**src/rtl/soc_rom_arbiter_pkg.sv**
```systemverilog
// soc_rom_arbiter_pkg
//   Shared widths and FSM state encoding for the boot-ROM arbiter.
//   WB_ADDR_W : Wishbone word-address width
//   RW        : ROM data word width
//   arb_state_e : arbiter sequencer states
package soc_rom_arbiter_pkg;

  localparam int WB_ADDR_W = 24;
  localparam int RW        = 16;

  typedef enum logic [1:0] {
    ARB_IDLE = 2'd0,
    ARB_READ = 2'd1,
    ARB_ACK  = 2'd2,
    ARB_ERR  = 2'd3
  } arb_state_e;

endpackage

```
**src/rtl/soc_rom_arbiter_resp.sv**
```systemverilog
// soc_rom_arbiter_resp
//   Per-master Wishbone response register: one-cycle ack/err pulses and a
//   read-data register that only changes when an ack is being raised.
//   clk_i, rst_i : clock, asynchronous active-high reset
//   ack_set_i    : raise ack next cycle and capture data_i
//   err_set_i    : raise err next cycle, data untouched
//   data_i       : ROM data to capture
//   ack_o, err_o : registered completion strobes
//   dat_o        : last data returned to this master
module soc_rom_arbiter_resp
  import soc_rom_arbiter_pkg::*;
(
  input  logic          clk_i,
  input  logic          rst_i,
  input  logic          ack_set_i,
  input  logic          err_set_i,
  input  logic [RW-1:0] data_i,
  output logic          ack_o,
  output logic          err_o,
  output logic [RW-1:0] dat_o
);

  logic          ack_q;
  logic          err_q;
  logic [RW-1:0] dat_q;

  // The set inputs are single-cycle by construction of the sequencer, so
  // following them directly yields one-cycle strobes.
  always_ff @(posedge clk_i or posedge rst_i) begin
    if (rst_i) begin
      ack_q <= 1'b0;
      err_q <= 1'b0;
      dat_q <= '0;
    end else begin
      ack_q <= ack_set_i;
      err_q <= err_set_i;
      if (ack_set_i) begin
        dat_q <= data_i;
      end
    end
  end

  assign ack_o = ack_q;
  assign err_o = err_q;
  assign dat_o = dat_q;

endmodule

```
**src/rtl/soc_rom_arbiter.sv**
```systemverilog
// soc_rom_arbiter
//   Round-robin sequencer sharing the combinational boot ROM between the
//   instruction-fetch master (m0) and the data master (m1). Reads complete
//   with a fixed 2-cycle ack latency, writes and out-of-window accesses get
//   a 1-cycle err.
//   i_clk, i_rst        : clock, asynchronous active-high reset
//   mK_wb_cyc/stb/we/adr: master K request
//   mK_wb_ack/err/i_dat : master K response
//   rom_addr, rom_data  : link to the external soc_rom lookup
module soc_rom_arbiter
  import soc_rom_arbiter_pkg::*;
#(
  parameter logic [WB_ADDR_W-1:0] ROM_BASE = 24'hffe000,
  parameter int                   ROM_AW   = 13
) (
  input  logic                 i_clk,
  input  logic                 i_rst,
  input  logic                 m0_wb_cyc,
  input  logic                 m0_wb_stb,
  input  logic                 m0_wb_we,
  input  logic [WB_ADDR_W-1:0] m0_wb_adr,
  output logic                 m0_wb_ack,
  output logic                 m0_wb_err,
  output logic [RW-1:0]        m0_wb_i_dat,
  input  logic                 m1_wb_cyc,
  input  logic                 m1_wb_stb,
  input  logic                 m1_wb_we,
  input  logic [WB_ADDR_W-1:0] m1_wb_adr,
  output logic                 m1_wb_ack,
  output logic                 m1_wb_err,
  output logic [RW-1:0]        m1_wb_i_dat,
  output logic [WB_ADDR_W-1:0] rom_addr,
  input  logic [RW-1:0]        rom_data
);

  arb_state_e           state_q;
  logic                 gnt_q;
  logic                 prio_q;
  logic [WB_ADDR_W-1:0] rom_addr_q;

  logic                 req0;
  logic                 req1;
  logic                 any_req;
  logic                 win;
  logic [WB_ADDR_W-1:0] win_adr;
  logic                 win_ok;
  logic                 gnt_cyc;
  logic                 ack_set;
  logic                 err_set;

  assign req0    = m0_wb_cyc & m0_wb_stb;
  assign req1    = m1_wb_cyc & m1_wb_stb;
  assign any_req = req0 | req1;

  // Contention is settled by prio; otherwise the lone requester wins
  // (win=1 selects m1).
  assign win     = (req0 & req1) ? prio_q : req1;
  assign win_adr = win ? m1_wb_adr : m0_wb_adr;
  assign win_ok  = !(win ? m1_wb_we : m0_wb_we) &&
                   (win_adr[WB_ADDR_W-1:ROM_AW] == ROM_BASE[WB_ADDR_W-1:ROM_AW]);

  assign gnt_cyc = gnt_q ? m1_wb_cyc : m0_wb_cyc;

  // A read is acked only if the granted master is still in its cycle;
  // dropping cyc during READ aborts silently.
  assign ack_set = (state_q == ARB_READ) && gnt_cyc;
  assign err_set = (state_q == ARB_IDLE) && any_req && !win_ok;

  always_ff @(posedge i_clk or posedge i_rst) begin
    if (i_rst) begin
      state_q    <= ARB_IDLE;
      gnt_q      <= 1'b0;
      prio_q     <= 1'b0;
      rom_addr_q <= '0;
    end else begin
      case (state_q)
        ARB_IDLE: begin
          if (any_req) begin
            gnt_q <= win;
            if (win_ok) begin
              rom_addr_q <= win_adr;
              state_q    <= ARB_READ;
            end else begin
              state_q <= ARB_ERR;
            end
          end
        end
        ARB_READ: begin
          state_q <= gnt_cyc ? ARB_ACK : ARB_IDLE;
        end
        // Only completed transfers rotate priority; an abort leaves it alone.
        ARB_ACK, ARB_ERR: begin
          prio_q  <= ~gnt_q;
          state_q <= ARB_IDLE;
        end
        default: state_q <= ARB_IDLE;
      endcase
    end
  end

  assign rom_addr = rom_addr_q;

  soc_rom_arbiter_resp u_resp0 (
    .clk_i     (i_clk),
    .rst_i     (i_rst),
    .ack_set_i (ack_set & ~gnt_q),
    .err_set_i (err_set & ~win),
    .data_i    (rom_data),
    .ack_o     (m0_wb_ack),
    .err_o     (m0_wb_err),
    .dat_o     (m0_wb_i_dat)
  );

  soc_rom_arbiter_resp u_resp1 (
    .clk_i     (i_clk),
    .rst_i     (i_rst),
    .ack_set_i (ack_set & gnt_q),
    .err_set_i (err_set & win),
    .data_i    (rom_data),
    .ack_o     (m1_wb_ack),
    .err_o     (m1_wb_err),
    .dat_o     (m1_wb_i_dat)
  );

endmodule

```
**config.mk**
```make
export PLATFORM = sky130hd
export DESIGN_NAME = soc_rom_arbiter
export DESIGN_NICKNAME = d
export VERILOG_FILES = /design/src/rtl/soc_rom_arbiter_pkg.sv /design/src/rtl/soc_rom_arbiter_resp.sv /design/src/rtl/soc_rom_arbiter.sv
export SDC_FILE = /design/constraint.sdc
export NUM_CORES = 1
export LEC_CHECK = 0
export ABC_AREA = 1
export CAP_MARGIN = 15
export CORE_ASPECT_RATIO = 2
export CORE_UTILIZATION = 41
export DETAILED_ROUTE_END_ITERATION = 6
export GPL_ROUTABILITY_DRIVEN = 0
export PLACE_DENSITY = 0.91
export SYNTH_ARGS = -nofsm -noshare
export SYNTH_HDL_FRONTEND = slang
export SYNTH_SLANG_ARGS = --single-unit
export TNS_END_PERCENT = 20
```
**constraint.sdc**
```tcl
create_clock -name i_clk -period 2.8 [get_ports i_clk]
set_input_delay 0.56 -clock i_clk [delete_from_list [all_inputs] [get_ports i_clk]]
set_output_delay 0.56 -clock i_clk [all_outputs]
set_load 0.1 [all_outputs]
```
After elaboration in Yosys (flattened, before gate mapping)
Index checks and enable logic that the tools add are counted.
{"block": "word_totals", "out_inout_bits": 60, "regBits": 64, "elab_cells": 43, "inputBits": 72}
{"block": "classes", "n_reduce_logical": 10, "n_eq_ne": 5, "mux": 8, "bitwise": 10}
{"cell": "24-bit 2-to-1 mux", "count": 1}
{"cell": "11-bit == test (second input constant)", "count": 1}
{"cell": "1-bit bitwise AND", "count": 7}
{"cell": "2-bit 2-to-1 mux", "count": 3}
{"cell": "2-bit case mux with 3 select lines", "count": 1}
{"cell": "2-bit == test (second input constant)", "count": 2}
{"cell": "1-bit logical AND", "count": 4}
{"cell": "1-bit 2-to-1 mux", "count": 3}
{"cell": "3-bit AND reduction", "count": 1}
{"cell": "2-bit by 1-bit == test with 1-bit output (second input constant)", "count": 1}
{"cell": "1-bit zero test", "count": 2}
{"cell": "2-bit zero test", "count": 1}
{"cell": "2-bit inequality test (second input constant)", "count": 1}
{"cell": "1-bit NOT", "count": 2}
{"cell": "2-bit AND reduction", "count": 1}
{"cell": "2-bit OR reduction", "count": 1}
{"cell": "1-bit OR", "count": 1}

Depth between registers and ports, before layout
{"block": "logic_depth", "depth_word": 9, "mapped_depth": 12, "mapped_depth_nobuf": 11}

Hierarchy
Synthesis repeated with hierarchy kept, for this count alone.
{"block": "hier_totals", "hier_cells": 359, "hier_area_um2": 2960.3}
{"module": "soc_rom_arbiter", "area_per_inst_um2": 1564.0, "instances": 1, "seq_area_each_um2": 700.7, "cells_each": 217}
{"module": "soc_rom_arbiter_resp", "area_per_inst_um2": 698.2, "instances": 2, "seq_area_each_um2": 450.4, "cells_each": 71}

Worst setup path before layout
Ideal clock, no wire load.
{"block": "synth_path", "path_kind": "input port to flip-flop", "start": "input m0_wb_cyc", "end": "register u_resp1.dat_q[0], in the netlist u_resp1.dat_o[0]", "arrival_ps": 1666, "required_time_ps": 2675, "cell_stages": 6, "n_path_buf": 1, "setup_slack_ps": 1009, "setup_ps": 125, "path_cell_list": "nor2_1 nor3_1 o21ai_0 nor2_2 buf_6 mux2_2"}
{"block": "synth_via", "elab_chain_len": 3}
{"item": "start: declaration", "line_no": "soc_rom_arbiter.sv:18", "rtl": "input logic m0_wb_cyc,"}
{"item": "1-bit 2-to-1 mux", "line_no": "soc_rom_arbiter.sv:62", "rtl": "assign gnt_cyc = gnt_q ? m1_wb_cyc : m0_wb_cyc;"}
{"item": "1-bit logical AND", "line_no": "soc_rom_arbiter.sv:66", "rtl": "assign ack_set = (state_q == ARB_READ) && gnt_cyc;"}
{"item": "1-bit bitwise AND", "line_no": "soc_rom_arbiter.sv:117", "rtl": ".ack_set_i (ack_set & gnt_q),"}
{"item": "via u_resp1.ack_set_i", "line_no": "soc_rom_arbiter_resp.sv:15", "rtl": "input logic ack_set_i,"}
{"item": "end signal: assignment", "line_no": "soc_rom_arbiter_resp.sv:38", "rtl": "dat_q <= data_i;"}
{"item": "end: declaration", "line_no": "soc_rom_arbiter_resp.sv:25", "rtl": "logic [RW-1:0] dat_q;"}
The timed path passes the listed nets, and every way through them passes these cells.
A chain may end at the register's enable or synchronous reset.

Final worst setup path
{"block": "layout_path", "start": "input m0_wb_cyc", "end": "register rom_addr_q[22], in the netlist rom_addr[22]"}
{"block": "layout_via", "elab_chain_len": 7, "elab_cells_between_ends": 10, "cone_classes": "1 x eq/ne; 3 x mux; 3 x bitwise; 3 x reduce/logical"}
{"item": "1-bit bitwise AND *", "line_no": "soc_rom_arbiter.sv:51", "rtl": "assign req0 = m0_wb_cyc & m0_wb_stb;"}
{"item": "1-bit bitwise AND", "line_no": "soc_rom_arbiter.sv:57", "rtl": "assign win = (req0 & req1) ? prio_q : req1;"}
{"item": "1-bit 2-to-1 mux", "line_no": "soc_rom_arbiter.sv:57"}
{"item": "24-bit 2-to-1 mux or 1-bit 2-to-1 mux (tied branches)", "line_no": "soc_rom_arbiter.sv:58, soc_rom_arbiter.sv:59"}
{"item": "11-bit == test or 1-bit zero test (tied branches)", "line_no": "soc_rom_arbiter.sv:60, soc_rom_arbiter.sv:59"}
{"item": "1-bit logical AND", "line_no": "soc_rom_arbiter.sv:59", "rtl": "assign win_ok = !(win ? m1_wb_we : m0_wb_we) &&"}
{"item": "3-bit AND reduction (no line)"}
{"item": "end signal: assignment", "line_no": "soc_rom_arbiter.sv:81", "rtl": "rom_addr_q <= win_adr;"}
{"item": "end: declaration", "line_no": "soc_rom_arbiter.sv:39", "rtl": "logic [WB_ADDR_W-1:0] rom_addr_q;"}
Mark *: on every way between the ends. The rest lies on a longest branch, timed or not.

==> metrics.yaml <==
run_status:
  status: "finished, final reports clean"
drt:
  dr.pass1.iters: 4
  drcViolationCount: 0
  ant_nets: 0
  drt_iter0_drc: 117
  drt_wl_total_mm: 7.44
  post_drt_wl_per_cell_um: 13.4
  vias_per_cell: 4.81
  vias: 2680
cells_and_area:
  multi_input_area_um2: 1110
  drive_gt1_frac: 0.230
  fin_area_um2: 4390
  layout.nets: 537
  final_common_cell: "nand2_1"
  layout_common_cells: "nand2_1 (164), clkdlybuf4s50_1 (71), buf_4 (65), dfrtp_1 (64), inv_1 (19)"
  regArea_um2: 1600
  area_growth_pct: 52.0
  fillers: 575
  antenna_cells: 0
critical_path:
  worst_setup_path_start_kind: "input port"
  critPathMaxFanout: 28
  path_delay_family: "simple AND/OR/NAND/NOR gates"
  critPathMaxStageDelay_ns: 0.46
  cp.buffers_inverters: 2
  worstPathRequired_ns: 3.04
  path_class: "in2reg"
  worstSetupEndpointType: "flop"
  worst_path_max_delay_cell: "clkdlybuf4s50_1"
  path_cells: "clkdlybuf4s50_1 > nand3_2 > nand2_4 > inv_2 > nand2_1 > nand2_1 > nand2_1 > nor2_1 > nand4_1 > nand2_1"
  crit_arrival_ns: 2.62
  crit_top_cell: "nand2_1"
cts:
  hold_buffers: 0
  cts_root_buf: "clkbuf_16"
  cts_made_buffers: 9
  cts.sinks: 64
  worstSkewPairLatency_ns: 0.32
  clockBufferDepth: 2
  cts_tree: "built"
  clk_pin_slew_ns: 0.05
  cts.htree.levels: 3
  cts_resized: 0
  cts_setup_buffers: 0
power_and_ir_drop:
  leakagePower_nw: 2.30
  finalPower_mw: 5.10
  ir_drop_mv: 0.611
  power.density_nw_per_um2: 1160
placement:
  place_area_um2: 4120
  pre_cts_ws_ns: 0.0607
  dp_hpwl_mm: 5.96
  port_buffers: 131
logic_synthesis:
  syn_avg_cell_area_um2: 8.74
  synth.cell_area_um2: 2890
  synth_seq_cells: 64
  synthArstFlopShare: 1.00
  synth_seq_area_share: 0.555
  synth_cell_types: 26
  netlist.area_leader.share: 0.555
  syn_inst: 330
  yosys_warnings: 0
  synth_area_leaders: "dfrtp_1 (56%), nand2_1 (21%), mux2_2 (6.2%)"
  synth_ff_type: "dfrtp_1"
  synth_edf_count: 0
  synth_area_leader_cell: "dfrtp_1"
  syn_nets: 402
global_route:
  grtUsageTotal: 0.222
  grt_max_degree: 41
  grt_pass1_vias: 2757
  grt.overflow.total: 0
  grt_pass1_wl_mm: 11.9
  antenna_found_initial: 0
timing:
  setup_viol: 0
  rsz0062_at_grt: "no"
  period_share: 0.852
  fin_skew_ns: 0.00500
  max_slew_margin: 0.646
  worstMarginPinSlew_ns: 0.530
  fin_tns_setup_ns: 0
  slew_violations: 0
  fin_ws_ns: 0.413
  layout_min_cycle_time_ns: 2.39
  hold_viol_final: 0
  fmax_mhz: 419
  hold_slack_ns: 0.469
floorplanning:
  rows: 42
  fp.dieH_um: 121
  die_w_um: 61.3
  start_util: 0.429
  pin_count: 132
  die_area_um2: 7400
  core-area_um2: 6730
job:
  cap_violations: 0
hold_path:
  hold_class: "reg2reg"
==> power by group <==
group          switching, mW  internal, mW
Combinational           2.18         0.606
Sequential             0.152          1.19
Clock                  0.338         0.641
==> synth_stat cells, types with 2 or more instances <==
library cell  instances
clkbuf_1              2
nand2_1             164
inv_2                 2
nor2_1                6
inv_1                20
nor2_2                5
nand4_1              14
buf_4                 4
nand3_1              12
mux2_2               16
dfrtp_1              64
buf_6                 2
nand2_2               2
buf_2                 4
o21ai_0               2
==> worst reg2reg max path: cells and delay by family (launching register included) <==
kind / cells / cell delay (ns)
AND/OR/NAND/NOR: 8 / 1.51
flip-flops: 1 / 0.37
buffers and inverters: 1 / 0.09
==> final cells by class <==
| type | instances | area share |
|---|---|---|
| Clock buffer | 15 | 0.0610 |
| Sequential cell | 64 | 0.365 |
| Tap cell | 88 | 0.0251 |
| Inverter | 22 | 0.0188 |
| Multi-Input combinational cell | 231 | 0.252 |
| Timing Repair Buffer | 137 | 0.278 |
==> state kept, by name, indices dropped and copies added, names as in the netlist <==
register and count:
rom_addr 24, u_resp0.dat_o 16, u_resp1.dat_o 16, state_q 2, gnt_q 1, prio_q 1, u_resp0.ack_o 1, u_resp0.err_o 1
u_resp1.ack_o 1, u_resp1.err_o 1
==> kinds of logic after synthesis <==
kind of cell,after synthesis,synth area share
buf+inv,35,0.0616
compound gates,5,0.0104
simple gates,210,0.310
flops,64,0.555
mux,16,0.0624
==> routing by layer <==
metal  vias up  GRT usage  wire length (um)
met5         -          0                 0
met4         0      0.141               278
met3        23     0.0417               333
met2       116      0.401              4250
met1      1237      0.214              2580
li1       1304          -                 -
==> worst paths after layout <==
path	start	endpoint	slack (ns)	depth (start not counted)
worst max register to register	prio_q	rom_addr[22]	0.75	9
worst max-delay path	m0_wb_cyc	rom_addr[22]	0.41	10
worst min-delay path	rom_addr[17]	rom_addr[17]	0.47	2
max in group asynchronous	i_rst	u_resp1.dat_o[12]	1.61	3
worst min register to register	rom_addr[17]	rom_addr[17]	0.47	2
min in group asynchronous	i_rst	rom_addr[2]	0.60	2
==> metrics by stage <==
stage	util	std cells
after floorplan	-	330
after global placement	0.612	542
after detailed placement	0.612	542
after CTS	0.652	557
after global routing	0.652	557
final	0.652	557
(Power assumes the default switching activity.)
